File: src/rtl/hazard_unit_mc.sv
// hazard_unit_mc
//   Multi-cycle load-use hazard detector. It sits beside the IF/ID and ID/EX
//   pipeline registers. It stalls the decode-stage instruction while any load
//   it reads from is still in flight. A load is in flight until its result
//   becomes forwardable, which takes LOAD_LAT cycles after it enters EX.
//
// Ports
//   clk, rst_n     rising-edge clock, asynchronous active-low reset
//   if_id_src      packed decode-stage source addresses, operand i at [i*REG_AW +: REG_AW]
//   if_id_src_vld  per-operand "source is read" flags
//   id_ex_rt       destination register of the instruction in ID/EX
//   id_ex_mr       instruction in ID/EX is a load
//   flush          IF/ID and ID/EX are squashed this cycle
//   cnt_clr        synchronous clear of stall_cnt (wins over increment)
//   pc_write       PC write enable (low while stalling)
//   if_id_write    IF/ID write enable (low while stalling)
//   stall          bubble select for ID/EX
//   stall_cnt      saturating count of stalled cycles
module hazard_unit_mc #(
  parameter int unsigned REG_AW   = 4,
  parameter int unsigned NUM_SRC  = 2,
  parameter int unsigned LOAD_LAT = 1,
  parameter bit          ZERO_REG = 1'b1,
  parameter int unsigned CNT_W    = 16
) (
  input  logic                      clk,
  input  logic                      rst_n,
  input  logic [NUM_SRC*REG_AW-1:0] if_id_src,
  input  logic [NUM_SRC-1:0]        if_id_src_vld,
  input  logic [REG_AW-1:0]         id_ex_rt,
  input  logic                      id_ex_mr,
  input  logic                      flush,
  input  logic                      cnt_clr,
  output logic                      pc_write,
  output logic                      if_id_write,
  output logic                      stall,
  output logic [CNT_W-1:0]          stall_cnt
);

  // Tracker view: slot 0 is the load currently in ID/EX. Slots 1.. are older
  // loads that are already beyond EX.
  logic                       slot0_vld;
  logic [LOAD_LAT-1:0]        slot_vld;
  logic [LOAD_LAT*REG_AW-1:0] slot_addr;

  logic                       hit;
  logic                       hazard;
  logic                       detected;
  logic [REG_AW-1:0]          src_cur;

  logic [CNT_W-1:0]           stall_cnt_q;
  logic [CNT_W-1:0]           stall_cnt_d;

  assign slot0_vld = id_ex_mr & ~flush;

  generate
    if (LOAD_LAT > 1) begin : g_chain
      logic [LOAD_LAT-2:0]          chain_vld_q;
      logic [LOAD_LAT-2:0]          chain_vld_d;
      logic [(LOAD_LAT-1)*REG_AW-1:0] chain_addr_q;
      logic [(LOAD_LAT-1)*REG_AW-1:0] chain_addr_d;

      assign slot_vld  = {chain_vld_q, slot0_vld};
      assign slot_addr = {chain_addr_q, id_ex_rt};

      // Slot k+1 takes slot k every cycle. Stalls never hold the chain, and
      // flush does not clear it, because loads past ID always progress.
      always_comb begin
        chain_vld_d  = slot_vld[LOAD_LAT-2:0];
        chain_addr_d = slot_addr[(LOAD_LAT-1)*REG_AW-1:0];
      end

      always_ff @(posedge clk or negedge rst_n) begin
        if (!rst_n) begin
          chain_vld_q  <= '0;
          chain_addr_q <= '0;
        end else begin
          chain_vld_q  <= chain_vld_d;
          chain_addr_q <= chain_addr_d;
        end
      end
    end else begin : g_single
      assign slot_vld  = slot0_vld;
      assign slot_addr = id_ex_rt;
    end
  endgenerate

  // Any valid source that matches any live slot is a hazard. Register 0 is
  // ignored when it is hard-wired to zero.
  always_comb begin
    hit     = 1'b0;
    src_cur = '0;
    for (int unsigned i = 0; i < NUM_SRC; i++) begin
      src_cur = if_id_src[i*REG_AW +: REG_AW];
      for (int unsigned k = 0; k < LOAD_LAT; k++) begin
        if (if_id_src_vld[i] && slot_vld[k] &&
            (src_cur == slot_addr[k*REG_AW +: REG_AW]) &&
            !(ZERO_REG && (src_cur == '0))) begin
          hit = 1'b1;
        end
      end
    end
  end

  // A flushed decode instruction is discarded, so it must not hold the PC
  // back from taking the redirect.
  assign hazard = hit & ~flush;
  // Gating with rst_n forces the reset output values while reset is held,
  // even though the detection path itself is combinational.
  assign detected = hazard & rst_n;

  always_comb begin
    stall_cnt_d = stall_cnt_q;
    if (cnt_clr) begin
      stall_cnt_d = '0;
    end else if (hazard && (stall_cnt_q != '1)) begin
      stall_cnt_d = stall_cnt_q + 1'b1;
    end
  end

  always_ff @(posedge clk or negedge rst_n) begin
    if (!rst_n) begin
      stall_cnt_q <= '0;
    end else begin
      stall_cnt_q <= stall_cnt_d;
    end
  end

  assign stall       = detected;
  assign pc_write    = ~detected;
  assign if_id_write = ~detected;
  assign stall_cnt   = stall_cnt_q;

endmodule

File: config.mk
export PLATFORM = sky130hd
export DESIGN_NAME = hazard_unit_mc
export DESIGN_NICKNAME = d
export VERILOG_FILES = /design/src/rtl/hazard_unit_mc.sv
export SDC_FILE = /design/constraint.sdc
export NUM_CORES = 1
export LEC_CHECK = 0
export ABC_AREA = 1
export BUFFER_PORTS_ARGS = -buffer_cell sky130_fd_sc_hd__clkbuf_2
export CORE_ASPECT_RATIO = 2
export CORE_MARGIN = 2
export CORE_UTILIZATION = 41
export DETAILED_ROUTE_END_ITERATION = 16
export GPL_TIMING_DRIVEN = 1
export PLACE_DENSITY = 0.68
export SYNTH_ARGS = -nofsm -noshare
export SYNTH_HDL_FRONTEND = slang
export SYNTH_SLANG_ARGS = --single-unit
File: constraint.sdc
create_clock -name clk -period 1.6 [get_ports clk]
set_input_delay 0.08 -clock clk [delete_from_list [all_inputs] [get_ports clk]]
set_output_delay 0.08 -clock clk [all_outputs]
set_load 0.005 [all_outputs]
Word level (Yosys, flattened, before mapping)
Cells that the tools add are included.
Word-level totals
  output and inout bits: 19
  logic and storage cells: 26
  bits of input ports: 19
  register bits: 16
Operators by class
  bitwise gates (word level): 5
  $add $sub $neg: 1
  reductions and logical operators: 12
  equality and inequality tests: 3
  multiplexer cells: 4
Operators by type and width (count)
  2-to-1 mux 16 bit: 2
  adder 16 x 1 -> 16 bit, second input constant: 1
  inequality test 16 bit, second input constant: 1
  == test 4 bit: 2
  zero test 4 bit: 2
  logical AND 1 bit: 7
  AND 1 bit: 3
  zero test 1 bit: 2
  2-to-1 mux 1 bit: 2
  inverter 1 bit: 2
  nonzero test 2 bit: 1

Longest topological paths before layout
  word-level depth: 11
  mapped depth: 11
  mapped depth without buffers: 10

Worst setup path before layout
No wires, ideal clock.
  path kind: flip-flop to flip-flop
  start: register stall_cnt_q[0], in the netlist stall_cnt[0]
  end: register stall_cnt_q[0], in the netlist stall_cnt[0]
  buffers on the path: 1
  arrival time: 1.455 ns
  period minus slack after synthesis: 1.574 ns
  stages on the path, launching flop included: 9
  library setup time: 0.119 ns
  required time: 1.481 ns
  path slack: 0.026 ns
  path through: dfrtp_1 -> ha_1 -> nand2_1 -> nor2_4 -> nand3_2 -> nand3b_4 -> buf_2 -> nand4_1 -> nand2_1
On the way
  word-level cells in the longest chain between the ends: 3
  elaborated cells on any way between the ends: 6
  classes of those cells: 1 x add/sub; 1 x eq/ne; 2 x mux; 2 x reduce/logical
Ends and longest elaborated chain
  from (decl): RTL line 51  | logic [CNT_W-1:0] stall_cnt_q;
  from (signal assigned): RTL line 125  | stall_cnt_q <= stall_cnt_d;
  adder 16 x 1 -> 16 bit or inequality test 16 bit (tied branches): RTL line 117, 116
  2-to-1 mux 16 bit or logical AND 1 bit (tied branches): RTL line 116  | end else if (hazard && (stall_cnt_q != '1)) begin
  2-to-1 mux 16 bit or nonzero test 2 bit (tied branches)
Several ways; a longest one is shown, not always the timed one. The select of a mux whose other input is x is not followed.
A chain may end at the register's enable or synchronous reset.

Final worst setup path
  start: register stall_cnt_q[0], in the netlist stall_cnt[0]
  end: register stall_cnt_q[6], in the netlist stall_cnt[6]
Same word-level chain as after synthesis.

==> impl_metrics.yaml <==
worst_setup_path:
  crit_type: "reg2reg"
  crit_family: "simple AND/OR/NAND/NOR gates"
  crit_chain: "ha_1, nand2_2, nor2_4, nand3_2, nand3b_4, buf_6, nand4_1, nand2_1"
  startpoint_type: "register"
  cp.buffers_inverters: 1
  critPathArrivalTime_ps: 1670
  critPathSlowestCell: "dfrtp_1"
  cp_slowest_stage_delay_ps: 370
  end_kind: "register"
  required_ps: 1740
  crit_fanout: 7
drt:
  first_pass_iters: 4
  routed_via_density: 5.242
  vias: 1431
  avgRoutedWirePerCell_um: 12.78
  postRouteAntennaNets: 0
  drt_wl_total_um: 3488
  drc_errors: 0
  drt_iter0_markers: 36
global_route:
  grt_max_degree: 32
  antenna_found_initial: 0
  grt_overflow: 0
  grt_pass1_vias: 1345
  grt_usage_pct: 20.26
  grt_first_pass_wirelength_um: 5830
clock_tree:
  clock_latency_ps: 250
  cts.sinks: 16
  cts_tree: "built"
  cts_buffers: 3
  clkTransAtPathRegs_ps: 60
  clock-root-buffer: "clkbuf_8"
  clk_path_buf_depth: 2
  h-tree-depth: 1
flow_run:
  maxCapViolations: 0
sta:
  skew_ps: 3.026
  hold_viol: 0
  max_freq_mhz: 654.8
  slew_viol_final: 0
  tns_ps: 0
  setup_viol: 0
  tightest_slew_ps: 307.2
  relSlewSlack_pct: 79.47
  period_minus_slack_ps: 1527
  period_share_pct: 95.44
synthesis:
  yosysSeqAreaShare_pct: 31.01
  ys_ff_latch: 16
  syn_area_sq_mm: 0.001291
  ys_top_cells_by_area: "dfrtp_1, nand2_1, nand3_1"
  synth.distinct_cells: 22
  avgSynthCellArea_sq_um: 6.555
  syn-num-nets: 217
  yosys.area.top_type: "dfrtp_1"
  yosysTopAreaCellShare_pct: 31.01
  synth_cells: 197
  yosysWarnings: 0
power:
  swShare_pct: 24.67
  power_leakage_nw: 0.9698
  internal_power_mw: 0.6110
  p_total_mw: 0.8111
  ir_drop_mv: 0.3838
  clockPowerShare_pct: 38.2
  seqPwrFrac_pct: 50.0
  power.density_mw_per_mm2: 495.6
  combPwrFrac_pct: 11.8
  power.switching_mw: 0.2001
die:
  dieArea_sq_mm: 0.003641
  die_h_um: 83.37
  initial_core_util_pct: 43.36
  core_area_sq_mm: 0.002978
  die_w_um: 43.68
  num_rows: 28
  pin_count: 38
placed_design:
  gp_congestion: 0.8346
  dp_hpwl_um: 2675
  dpl_cell_area_sq_mm: 0.001563
  placedCellCount: 269
  io_buffer_count: 37
cells_and_area:
  area_growth_pct: 26.74
  final_cell_count_no_fill: 273
  stdcell_area_sq_mm: 0.001637
  largest_reg_flops: 16
  layout-drive-gt1-share_pct: 27.16
  n_antenna_cell: 0
  layout_common_cells: "nand2_1, clkbuf_2, nand3_1, inv_1, nand4_1"
  layout_commonest_cell: "nand2_1"
  fin_nets: 265
  final_util_pct: 54.96
outcome:
  status: "completed"
worst_hold_path:
  holdCritPathClass: "in2reg"
==> worst register-to-register path, cell delays in order, from the launching register on <==
cell      delay [ps]
dfrtp_1          370
ha_1             190
nand2_2           80
nor2_4           120
nand3_2           70
nand3b_4         250
buf_6            190
nand4_1           80
nand2_1           60
==> per-stage QoR <==
stage	setup slack, ps	hold WS [ps]
floorplan	26.39	-215.6
finish	72.89	129.9
CTS	66.30	131.6
global route	-0.5600	152.8
global placement	108.9	68.52
detailed placement	77.61	71.86
==> metal layers <==
| layer | up-vias | track usage [%] | share of wire, % | wire, um |
|---|---|---|---|---|
| met5 | - | 0 | 0 | 0 |
| met4 | 0 | 5.510 | 1.3 | 45 |
| met3 | 5 | 0.8696 | 4.9 | 171 |
| met2 | 47 | 37.57 | 55 | 1925 |
| met1 | 645 | 23.74 | 39 | 1345 |
| li1 | 734 | - | - | - |
==> layout make-up <==
| type | count | area (sq um) |
|---|---|---|
| clock buffers | 3 | 41.29 |
| fillers | 307 | 1341 |
| inverters | 29 | 108.9 |
| multi-input cells | 144 | 747.0 |
| flip-flops and latches | 16 | 401.6 |
| well taps | 30 | 37.54 |
| repair buffers | 51 | 300.3 |
==> cells in the mapped netlist, drive strengths merged <==
cell / number
nand2: 59
nand3: 32
inv: 29
nand4: 19
nor2: 19
dfrtp: 16
buf: 5
xor2: 5
clkbuf: 3
xnor2: 3
o21bai: 2
a22oi: 1
ha: 1
nand3b: 1
o21ai: 1
o22ai: 1
==> timing repair <==
item	in CTS	in global routing
endpoints found under the hold margin	16	0
gates resized for setup	0	6
setup buffers	0	0
setup endpoints to repair	0	16
hold buffers	1	0
==> logic make-up (layout without fill, tap and decap cells) <==
family,Yosys count,after routing,synth area share (%)
simple gates,130,130,47.77
buf+inv,37,83,12.21
flops,16,16,31.01
xor+xnor,8,8,5.427
compound gates,5,5,2.616
fa+ha+maj,1,1,0.9688
==> path summary, 6_finish.rpt <==
path,startpoint,end,slack (ps),cells after the start
setup / recovery,stall_cnt[0],stall_cnt[6],70,8
setup reg to reg,stall_cnt[0],stall_cnt[6],70,8
min in group asynchronous,rst_n,stall_cnt[0],330,3
hold / removal,cnt_clr,stall_cnt[13],130,4
hold reg to reg,stall_cnt[9],stall_cnt[9],600,2
max in group asynchronous,rst_n,stall_cnt[6],1060,3
==> power by group through the flow <==
stage               sequential (mW)  combinational [mW]  clock, mW
finish                        0.406              0.0960      0.310
global route                  0.405               0.109      0.326
CTS                           0.405              0.0962      0.311
detailed placement            0.413              0.0939          0
global placement              0.413              0.0938          0
floorplan                     0.413              0.0459          0
(Power assumes the default switching activity.)
